===== src/rtl/collision_manager_pkg.sv =====
// rtl/collision_manager_pkg.sv - shared obstacle types, widths and collision FSM states
package collision_manager_pkg;

  localparam int LANE_W   = 2;
  localparam int SPRITE_W = 3;
  localparam int POS_W    = 8;

  localparam logic [SPRITE_W-1:0] POWERUP_OBSTACLE_TYPE = 3'd5;
  localparam int POWERUP_WIDTH  = 16;
  localparam int OBSTACLE_WIDTH = 32;

  typedef struct packed {
    logic                active;
    logic [LANE_W-1:0]   lane;
    logic [SPRITE_W-1:0] sprite_type;
    logic [POS_W-1:0]    position;
  } obstacle;

  typedef enum logic [1:0] {
    ALIVE  = 2'd0,
    INVULN = 2'd1,
    DEAD   = 2'd2
  } collision_state_t;

  // Contact window is open strictly between a quarter of the sprite width and the full width.
  function automatic logic in_window(input logic [POS_W-1:0] position, input logic is_powerup);
    int width;
    width = is_powerup ? POWERUP_WIDTH : OBSTACLE_WIDTH;
    return (int'(position) > (width / 4)) && (int'(position) < width);
  endfunction

endpackage


===== src/rtl/collision_manager_contact.sv =====
// rtl/collision_manager_contact.sv - per-slot contact detect with seen bit and rising-edge events
module obstacle_contact
  import collision_manager_pkg::*;
(
  input  logic              system_clock_in,
  input  logic              reset,
  input  logic              restart,
  input  obstacle           slot,
  input  logic [LANE_W-1:0] lane,
  input  logic              jump,
  output logic              hazard_edge,
  output logic              powerup_edge
);

  logic is_powerup;
  logic contact;
  logic seen;
  logic rising;

  assign is_powerup = (slot.sprite_type == POWERUP_OBSTACLE_TYPE);
  assign contact    = slot.active && (slot.lane == lane) && !jump
                      && in_window(slot.position, is_powerup);
  assign rising       = contact && !seen;
  assign hazard_edge  = rising && !is_powerup;
  assign powerup_edge = rising && is_powerup;

  // Seen bit tracks contact so a whole pass through the window yields a single event.
  always_ff @(posedge system_clock_in or posedge reset) begin
    if (reset) begin
      seen <= 1'b0;
    end else if (restart) begin
      seen <= 1'b0;
    end else begin
      seen <= contact;
    end
  end

endmodule


===== src/rtl/collision_manager.sv =====
// rtl/collision_manager.sv - collision events, lives and invulnerability FSM
module collision_manager
  import collision_manager_pkg::*;
#(
  parameter  int NUM_OBSTACLES = 10,
  parameter  int START_LIVES   = 3,
  parameter  int MAX_LIVES     = 5,
  parameter  int INVULN_FRAMES = 120,
  localparam int LIFE_W        = $clog2(MAX_LIVES + 1)
) (
  input  logic                     system_clock_in,
  input  logic                     reset,
  input  obstacle [NUM_OBSTACLES-1:0] obstacles,
  input  logic [LANE_W-1:0]        lane,
  input  logic                     jump,
  input  logic                     frame_tick,
  input  logic                     restart,
  output logic                     hit_pulse,
  output logic                     got_powerup,
  output logic [LIFE_W-1:0]        lives,
  output logic                     invulnerable,
  output logic                     game_over
);

  localparam int TIMER_W = $clog2(INVULN_FRAMES + 1);

  logic [NUM_OBSTACLES-1:0] hazard_edges;
  logic [NUM_OBSTACLES-1:0] powerup_edges;
  logic                     new_hazard;
  logic                     new_powerup;

  collision_state_t    state_q, state_n;
  logic [LIFE_W-1:0]   lives_q, lives_n, lives_inc;
  logic [TIMER_W-1:0]  timer_q, timer_n;
  logic                hit_q, hit_n;
  logic                pw_q, pw_n;

  for (genvar i = 0; i < NUM_OBSTACLES; i++) begin : g_slot
    obstacle_contact u_contact (
      .system_clock_in (system_clock_in),
      .reset           (reset),
      .restart         (restart),
      .slot            (obstacles[i]),
      .lane            (lane),
      .jump            (jump),
      .hazard_edge     (hazard_edges[i]),
      .powerup_edge    (powerup_edges[i])
    );
  end

  assign new_hazard  = |hazard_edges;
  assign new_powerup = |powerup_edges;

  // State, lives, timer and pulse registers.
  always_ff @(posedge system_clock_in or posedge reset) begin
    if (reset) begin
      state_q <= ALIVE;
      lives_q <= LIFE_W'(START_LIVES);
      timer_q <= '0;
      hit_q   <= 1'b0;
      pw_q    <= 1'b0;
    end else begin
      state_q <= state_n;
      lives_q <= lives_n;
      timer_q <= timer_n;
      hit_q   <= hit_n;
      pw_q    <= pw_n;
    end
  end

  // Next-state: restart wins; powerup increment is applied before the hazard rule.
  always_comb begin
    state_n   = state_q;
    lives_n   = lives_q;
    timer_n   = timer_q;
    hit_n     = 1'b0;
    pw_n      = 1'b0;
    lives_inc = lives_q;
    if (new_powerup) begin
      lives_inc = (lives_q >= LIFE_W'(MAX_LIVES)) ? LIFE_W'(MAX_LIVES) : lives_q + 1'b1;
    end

    if (restart) begin
      state_n = ALIVE;
      lives_n = LIFE_W'(START_LIVES);
      timer_n = '0;
    end else begin
      case (state_q)
        ALIVE: begin
          pw_n    = new_powerup;
          lives_n = lives_inc;
          if (new_hazard) begin
            hit_n = 1'b1;
            if (lives_inc <= LIFE_W'(1)) begin
              lives_n = '0;
              state_n = DEAD;
            end else begin
              lives_n = lives_inc - 1'b1;
              state_n = INVULN;
              timer_n = TIMER_W'(INVULN_FRAMES);
            end
          end
        end
        INVULN: begin
          pw_n    = new_powerup;
          lives_n = lives_inc;
          if (frame_tick) begin
            if (timer_q <= TIMER_W'(1)) begin
              timer_n = '0;
              state_n = ALIVE;
            end else begin
              timer_n = timer_q - 1'b1;
            end
          end
        end
        default: begin
        end
      endcase
    end
  end

  assign hit_pulse    = hit_q;
  assign got_powerup  = pw_q;
  assign lives        = lives_q;
  assign invulnerable = (state_q == INVULN);
  assign game_over    = (state_q == DEAD);

endmodule


===== config.mk =====
export PLATFORM = sky130hd
export DESIGN_NAME = collision_manager
export DESIGN_NICKNAME = d
export VERILOG_FILES = /design/src/rtl/collision_manager_pkg.sv /design/src/rtl/collision_manager_contact.sv /design/src/rtl/collision_manager.sv
export SDC_FILE = /design/constraint.sdc
export NUM_CORES = 1
export LEC_CHECK = 0
export CORE_MARGIN = 1
export CORE_UTILIZATION = 44
export DETAILED_ROUTE_END_ITERATION = 12
export DONT_BUFFER_PORTS = 1
export PLACE_DENSITY = 0.7
export SLEW_MARGIN = 30
export SYNTH_ARGS = -nofsm -noshare
export SYNTH_HDL_FRONTEND = slang
export SYNTH_SLANG_ARGS = --single-unit

===== constraint.sdc =====
create_clock -name system_clock_in -period 2.8 [get_ports system_clock_in]
set_clock_uncertainty 0.15 [all_clocks]
set_input_delay 0.7 -clock system_clock_in [delete_from_list [all_inputs] [get_ports system_clock_in]]
set_output_delay 0.7 -clock system_clock_in [all_outputs]
set_load 0.03 [all_outputs]

==> impl_metrics.env, run 1 <==
export IMPL_post_drt_wl_per_cell_um=16.3
export IMPL_drv_cap=0
export IMPL_syn_nets=482
export IMPL_io_buffers=0
export IMPL_placed_area_um2=2960
export IMPL_worstMarginPinSlew_ns=0.574
export IMPL_fp_dieH_um=77.2
export IMPL_rsz0062_at_grt="true"
export IMPL_grt_overflow_total=0
export IMPL_cts_buffer_depth=2
export IMPL_worst_setup_path_type="in2reg"
export IMPL_critPathLaunchType="input port"
export IMPL_synth_area_um2=2490
export IMPL_multi_input_area_um2=1930
export IMPL_drive_gt1_share_pct=25.2
export IMPL_final_nets=536
export IMPL_clkTransAtPathRegs_ns=0.09
export IMPL_syn_inst=324
export IMPL_io_pins=154
export IMPL_crit_buf_inv=1
export IMPL_critPathTopFamily="simple AND/OR/NAND/NOR gates"
export IMPL_leakage_nw=1.27
export IMPL_cpMaxStageDelayCell="or4b_1"
export IMPL_clk_insertion_delay_late_ns=0.26
export IMPL_ys_seq_area_share_pct=24.2
export IMPL_ant_nets=0
export IMPL_status="finished, violations left"
export IMPL_fin_crit_sh_pct=127
export IMPL_n_fill_cell=502
export IMPL_finalMaxSlewViolations=0
export IMPL_setup_tns_ns=-7.77
export IMPL_drtPass1Iterations=5
export IMPL_fmaxAchievable_mhz=282
export IMPL_regArea_um2=603
export IMPL_wl_um=7300
export IMPL_core_area_um2=5470
export IMPL_rows=27
export IMPL_dieWidth_um=77.2
export IMPL_grt_max_degree=26
export IMPL_vias=2739
export IMPL_drc=0
export IMPL_synth_flop_cell="dfrtp_1"
export IMPL_cp_required_ns=2.83
export IMPL_synthArstFlopShare_pct=100
export IMPL_yosys_warnings=0
export IMPL_dpl_worst_slack_ns=-1.10
export IMPL_dpl_hpwl_um=5870
export IMPL_timing_critical_path_mode_cell="a21oi_2"
export IMPL_report_final_setup_viol=13
export IMPL_fin_crit_ns=3.55
export IMPL_slew_headroom_pct=61.7
export IMPL_final_core_util_pct=57.8
export IMPL_worstPathArrival_ns=3.58
export IMPL_fin_ws_ns=-0.749
export IMPL_avgSynthCellArea_um2=7.68
export IMPL_max_stage_delay_ns=0.51
export IMPL_dieArea_um2=5960
export IMPL_track_usage_pct=24.1
export IMPL_power_density_nw_per_um2=340
export IMPL_routabilityCongestion=0.785
export IMPL_failed_checks="setup timing"
export IMPL_dp_cells=437
export IMPL_synth_edf_count=0
export IMPL_cts_tree="built"
export IMPL_hold_violations=0
export IMPL_viasPerCell=6.10
export IMPL_hold_path_class="in2async"
export IMPL_initialDrtViolationCount=147
export IMPL_root_buffer="clkbuf_8"
export IMPL_fin_area_um2=3160
export IMPL_grt_pass1_wl_um=11600
export IMPL_rrSetupSlack_ns=-0.46
export IMPL_cts_buffers=3
export IMPL_layout_common_cells="buf_4 (58), nor2_1 (42), dfrtp_1 (22)"
export IMPL_area_growth_pct=27.1
export IMPL_crit_path_end_kind="flip-flop"
export IMPL_grt_pass1_vias=2662
export IMPL_final_common_cell="buf_4"
export IMPL_antennaDiodeCount=0
export IMPL_ys_ff_latch=24
export IMPL_cts_max_level=1
export IMPL_instances_no_fill=449
export IMPL_peakVddDrop_mv=0.244
export IMPL_yosysUniqueCellTypes=58
export IMPL_antenna_found_initial=0
export IMPL_start_util_pct=45.5
export IMPL_cts_sinks=24
export IMPL_crit_chain="or4b_1 > or4_4 > nor4b_4 > a2111oi_2 > nand4_2 > nor2b_4 > a21oi_2 > ha_2 > a21oi_2 > o31ai_2 > mux2_4 > a22o_4 > buf_4 > o31ai_4"
export IMPL_crit_path_max_fanout=8
export IMPL_postCtsHoldBufs=0
==> routing by layer <==
metal	global-route usage (%)	wire length, µm	part of all wire, %	vias up
li1	-	-	-	1323
met3	3.93	562	7.7	8
met4	5.85	82	1.1	0
met5	0	0	0	-
met2	44.5	3730	51	142
met1	28.7	2930	40	1266
==> cell type report <==
| cell class | count | area share (%) |
|---|---|---|
| inverters | 13 | 1.54 |
| clock buffers | 4 | 1.42 |
| repair buffers | 59 | 14.1 |
| flip-flops and latches | 24 | 19.1 |
| multi-input cells | 277 | 61.0 |
| well taps | 72 | 2.85 |
==> through the flow <==
step                hold WS, ns  power (mW)
floorplan                 0.296       0.726
detailed placement        0.323       0.826
CTS                       0.219        1.05
finish                    0.212        1.07
global route              0.241        1.15
global placement          0.319       0.818
==> synthesized netlist by cell type, types with 4 or more instances <==
master	count	area [µm²]
nor2_1	44	165
dfrtp_1	22	551
nand2_1	22	82.6
a21oi_1	21	105
nor3_1	17	85.1
o21ai_0	15	75.1
xnor2_1	14	123
inv_1	13	48.8
nor4_1	13	81.3
ha_1	11	138
nand3b_1	9	67.6
o31ai_1	9	67.6
nand2b_1	8	50.1
nand4_1	8	50.1
nor2b_1	8	50.1
clkbuf_1	6	22.5
xor2_1	6	52.6
a211oi_1	5	37.5
nand3_1	5	25.0
a2111oi_0	4	35.0
o31a_1	4	35.0
==> registers in the layout, indices dropped and copies added, names as in the netlist <==
| signal | count |
|---|---|
| lives | 3 |
| state_q | 2 |
| g_slot.u_contact.seen | 10 |
| got_powerup | 1 |
| timer_q | 7 |
| hit_pulse | 1 |
==> report_power, final <==
group | total (mW) | leakage, nW | internal [mW] | switching [mW]
clock network | 0.214 | 0.0228 | 0.102 | 0.112
logic | 0.421 | 0.932 | 0.204 | 0.217
registers | 0.439 | 0.317 | 0.390 | 0.0493
total | 1.07 | 1.27 | 0.696 | 0.379
==> path summary, 6_finish.rpt <==
kind	endpoint	start	cells past startpoint
setup / recovery	timer_q[6]$_DFFE_PP0P_	obstacles[34]	14
hold / removal	g_slot[7].u_contact.seen$_DFF_PP0_	reset	2
setup reg to reg	timer_q[6]$_DFFE_PP0P_	g_slot[3].u_contact.seen$_DFF_PP0_	15
hold reg to reg	timer_q[6]$_DFFE_PP0P_	timer_q[6]$_DFFE_PP0P_	1
max in group asynchronous	lives[1]$_DFFE_PP1P_	reset	2
min in group system_clock_in	hit_pulse$_DFF_PP0_	restart	1
==> timing repair <==
| item | 4_1_cts | 5_1_grt |
|---|---|---|
| resized for setup | 10 | 7 |
| buffers inserted | 7 | 1 |
| endpoints found under the setup margin | 13 | 13 |
| pin swaps | 12 | 6 |
==> cell families (layout without fill, tap and decap cells) <==
logic type	after synthesis	in the layout	synth area share [%]
compound gates	86	86	23.4
xor+xnor	20	20	7.04
fa+ha+maj	11	11	5.53
buf+inv	23	76	3.92
flops	24	24	24.2
mux	3	3	1.31
simple gates	157	157	34.6
Note: power is estimated with default switching activity, not from simulation.
==> run 2, diff against run 1 <==
--- a/config.mk
+++ b/config.mk
@@ -7,9 +7,11 @@
 export LEC_CHECK = 0
 export CORE_MARGIN = 1
 export CORE_UTILIZATION = 44
+export CTS_CLUSTER_SIZE = 12
 export DETAILED_ROUTE_END_ITERATION = 12
 export DONT_BUFFER_PORTS = 1
 export PLACE_DENSITY = 0.7
+export SETUP_SLACK_MARGIN = 0.2
 export SLEW_MARGIN = 30
 export SYNTH_ARGS = -nofsm -noshare
 export SYNTH_HDL_FRONTEND = slang
==> run 2 against run 1 <==
- non-clock buffer count unchanged
- cell count unchanged
- the run still ends with setup timing left
- largest cell class unchanged
- sequential power about the same
- first-iteration DRC count down 18%
- critical path type unchanged
- critical path depth unchanged
- combinational power about the same
- count of clock-buffer cells in the layout unchanged
- die area unchanged
- worst hold slack worse by 0.00071 ns
==> impl_metrics.env, run 2 (synthesis results as in run 1) <==
export IMPL_cts_buffers=3
export IMPL_final_core_util_pct=57.8
export IMPL_worstPathArrival_ns=3.58
export IMPL_cts_buffer_depth=2
export IMPL_worst_setup_path_type="in2reg"
export IMPL_viasPerCell=6.05
export IMPL_vias=2718
export IMPL_post_drt_wl_per_cell_um=16.1
export IMPL_io_pins=154
export IMPL_power_density_nw_per_um2=339
export IMPL_crit_buf_inv=1
export IMPL_regArea_um2=603
export IMPL_hold_violations=0
export IMPL_max_stage_delay_ns=0.51
export IMPL_hold_path_class="in2async"
export IMPL_n_fill_cell=502
export IMPL_routabilityCongestion=0.785
export IMPL_multi_input_area_um2=1930
export IMPL_fmaxAchievable_mhz=282
export IMPL_start_util_pct=45.5
export IMPL_power_mw=1.07
export IMPL_grt_max_degree=26
export IMPL_cts_sinks=24
export IMPL_io_buffers=0
export IMPL_crit_path_max_fanout=8
export IMPL_crit_path_end_kind="flip-flop"
export IMPL_grt_overflow_total=0
export IMPL_crit_chain="or4b_1 > or4_4 > nor4b_4 > a2111oi_2 > nand4_2 > nor2b_4 > a21oi_2 > ha_2 > a21oi_2 > o31ai_2 > mux2_4 > a22o_4 > buf_4 > o31ai_4"
export IMPL_critPathLaunchType="input port"
export IMPL_drive_gt1_share_pct=25.2
export IMPL_dp_cells=437
export IMPL_clkTransAtPathRegs_ns=0.09
export IMPL_cpMaxStageDelayCell="or4b_1"
export IMPL_instances_no_fill=449
export IMPL_status="finished, violations left"
export IMPL_cts_max_level=1
export IMPL_drtPass1Iterations=4
export IMPL_layout_common_cells="buf_4 (58), nor2_1 (42), dfrtp_1 (22)"
export IMPL_clk_insertion_delay_late_ns=0.26
export IMPL_grt_pass1_wl_um=11600
export IMPL_root_buffer="clkbuf_8"
export IMPL_report_final_setup_viol=13
export IMPL_track_usage_pct=24.1
export IMPL_finalHoldWorstSlack_ns=0.211
export IMPL_failed_checks="setup timing"
export IMPL_largest_register="g_slot.u_contact.seen"
export IMPL_final_nets=536
export IMPL_final_common_cell="buf_4"
export IMPL_rsz0062_at_grt="true"
export IMPL_rrSetupSlack_ns=-0.46
export IMPL_timing_critical_path_mode_cell="a21oi_2"
export IMPL_drc=0
export IMPL_cts_tree="built"
export IMPL_core_area_um2=5470
export IMPL_finalMaxSlewViolations=0
export IMPL_leakage_nw=1.27
export IMPL_drv_cap=0
export IMPL_area_growth_pct=27.1
export IMPL_fin_crit_sh_pct=127
export IMPL_ant_nets=0
export IMPL_worstMarginPinSlew_ns=0.574
export IMPL_critPathTopFamily="simple AND/OR/NAND/NOR gates"
export IMPL_dieWidth_um=77.2
export IMPL_antennaDiodeCount=0
export IMPL_slew_headroom_pct=61.7
export IMPL_dpl_hpwl_um=5870
export IMPL_dpl_worst_slack_ns=-1.10
export IMPL_peakVddDrop_mv=0.243
export IMPL_fin_crit_ns=3.55
export IMPL_largest_register_ffs=10
export IMPL_rows=27
export IMPL_cp_required_ns=2.83
export IMPL_fp_dieH_um=77.2
export IMPL_initialDrtViolationCount=121
export IMPL_wl_um=7220
export IMPL_antenna_found_initial=0
export IMPL_grt_pass1_vias=2662
export IMPL_dieArea_um2=5960
export IMPL_fin_ws_ns=-0.749
[run 2: cell counts in the layout (fill, tap and decap cells not counted)]
Identical to the previous run, type by type.
[run 2: what timing repair did]
| item | 4_1_cts | 5_1_grt |
|---|---|---|
| gates resized for setup | 10 | 7 |
| hold endpoints to repair | 0 | 0 |
| hold buffers | 0 | 0 |
| gates cloned | 0 | 0 |
| pin swaps | 12 | 6 |
| endpoints found under the setup margin | 13 | 13 |
| buffers inserted | 7 | 1 |
[run 2: metal layers]
layer | GRT usage [%] | up-vias | part of all wire, %
met5 | 0 | - | 0
met1 | 28.7 | 1255 | 40
met4 | 5.85 | 0 | 1.1
li1 | - | 1325 | -
met2 | 44.5 | 130 | 51
met3 | 3.93 | 8 | 7.5
[run 2: where the power goes]
part / switching, mW / internal [mW] / total [mW]
Sequential: 0.0489 / 0.390 / 0.439
Clock: 0.112 / 0.102 / 0.214
Combinational: 0.216 / 0.204 / 0.420
[run 2: through the flow]
step / area (µm²) / setup TNS [ns]
6_report: 3160 / -7.71
5_1_grt: 3160 / -9.72
4_1_cts: 3120 / -8.17
3_5_place_dp: 2960 / -12.04
3_3_place_gp: 2960 / -11.28
2_1_floorplan: 2540 / -9.74
[run 2: final timing paths]
check | to | from | cells after the start
setup / recovery | timer_q[6]$_DFFE_PP0P_ | obstacles[34] | 14
hold / removal | g_slot[7].u_contact.seen$_DFF_PP0_ | reset | 2
setup reg to reg | timer_q[6]$_DFFE_PP0P_ | g_slot[3].u_contact.seen$_DFF_PP0_ | 15
hold reg to reg | timer_q[6]$_DFFE_PP0P_ | timer_q[6]$_DFFE_PP0P_ | 1
max in group asynchronous | lives[0]$_DFFE_PP1P_ | reset | 2
min in group system_clock_in | lives[2]$_DFFE_PP0P_ | restart | 1
[run 2: worst register-to-register path, cell delays in order, from the launching register on]
cell and delay (ns):
dfrtp_1 0.37, nor3b_1 0.21, nand4_1 0.15, nor4_1 0.52
buf_4 0.20, nor3_1 0.06, nand4_2 0.08, nor2b_4 0.16
a21oi_2 0.06, ha_2 0.20, a21oi_2 0.11, o31ai_2 0.07
mux2_4 0.28, a22o_4 0.26, buf_4 0.15, o31ai_4 0.15
[run 2: area by class of cell]
type                            count  share of cell area (%)
Clock buffer                        4                    1.42
Inverter                           13                    1.54
Tap cell                           72                    2.85
Timing Repair Buffer               59                    14.1
Sequential cell                    24                    19.1
Multi-Input combinational cell    277                    61.0
==> run 3, diff against run 2 <==
--- a/config.mk
+++ b/config.mk
@@ -7,6 +7,7 @@
 export LEC_CHECK = 0
 export CORE_MARGIN = 1
 export CORE_UTILIZATION = 44
+export CTS_CLUSTER_DIAMETER = 120
 export CTS_CLUSTER_SIZE = 12
 export DETAILED_ROUTE_END_ITERATION = 12
 export DONT_BUFFER_PORTS = 1
==> results of run 3 <==
Same layout as run 2: the final DEF is identical, and so are final timing and power.
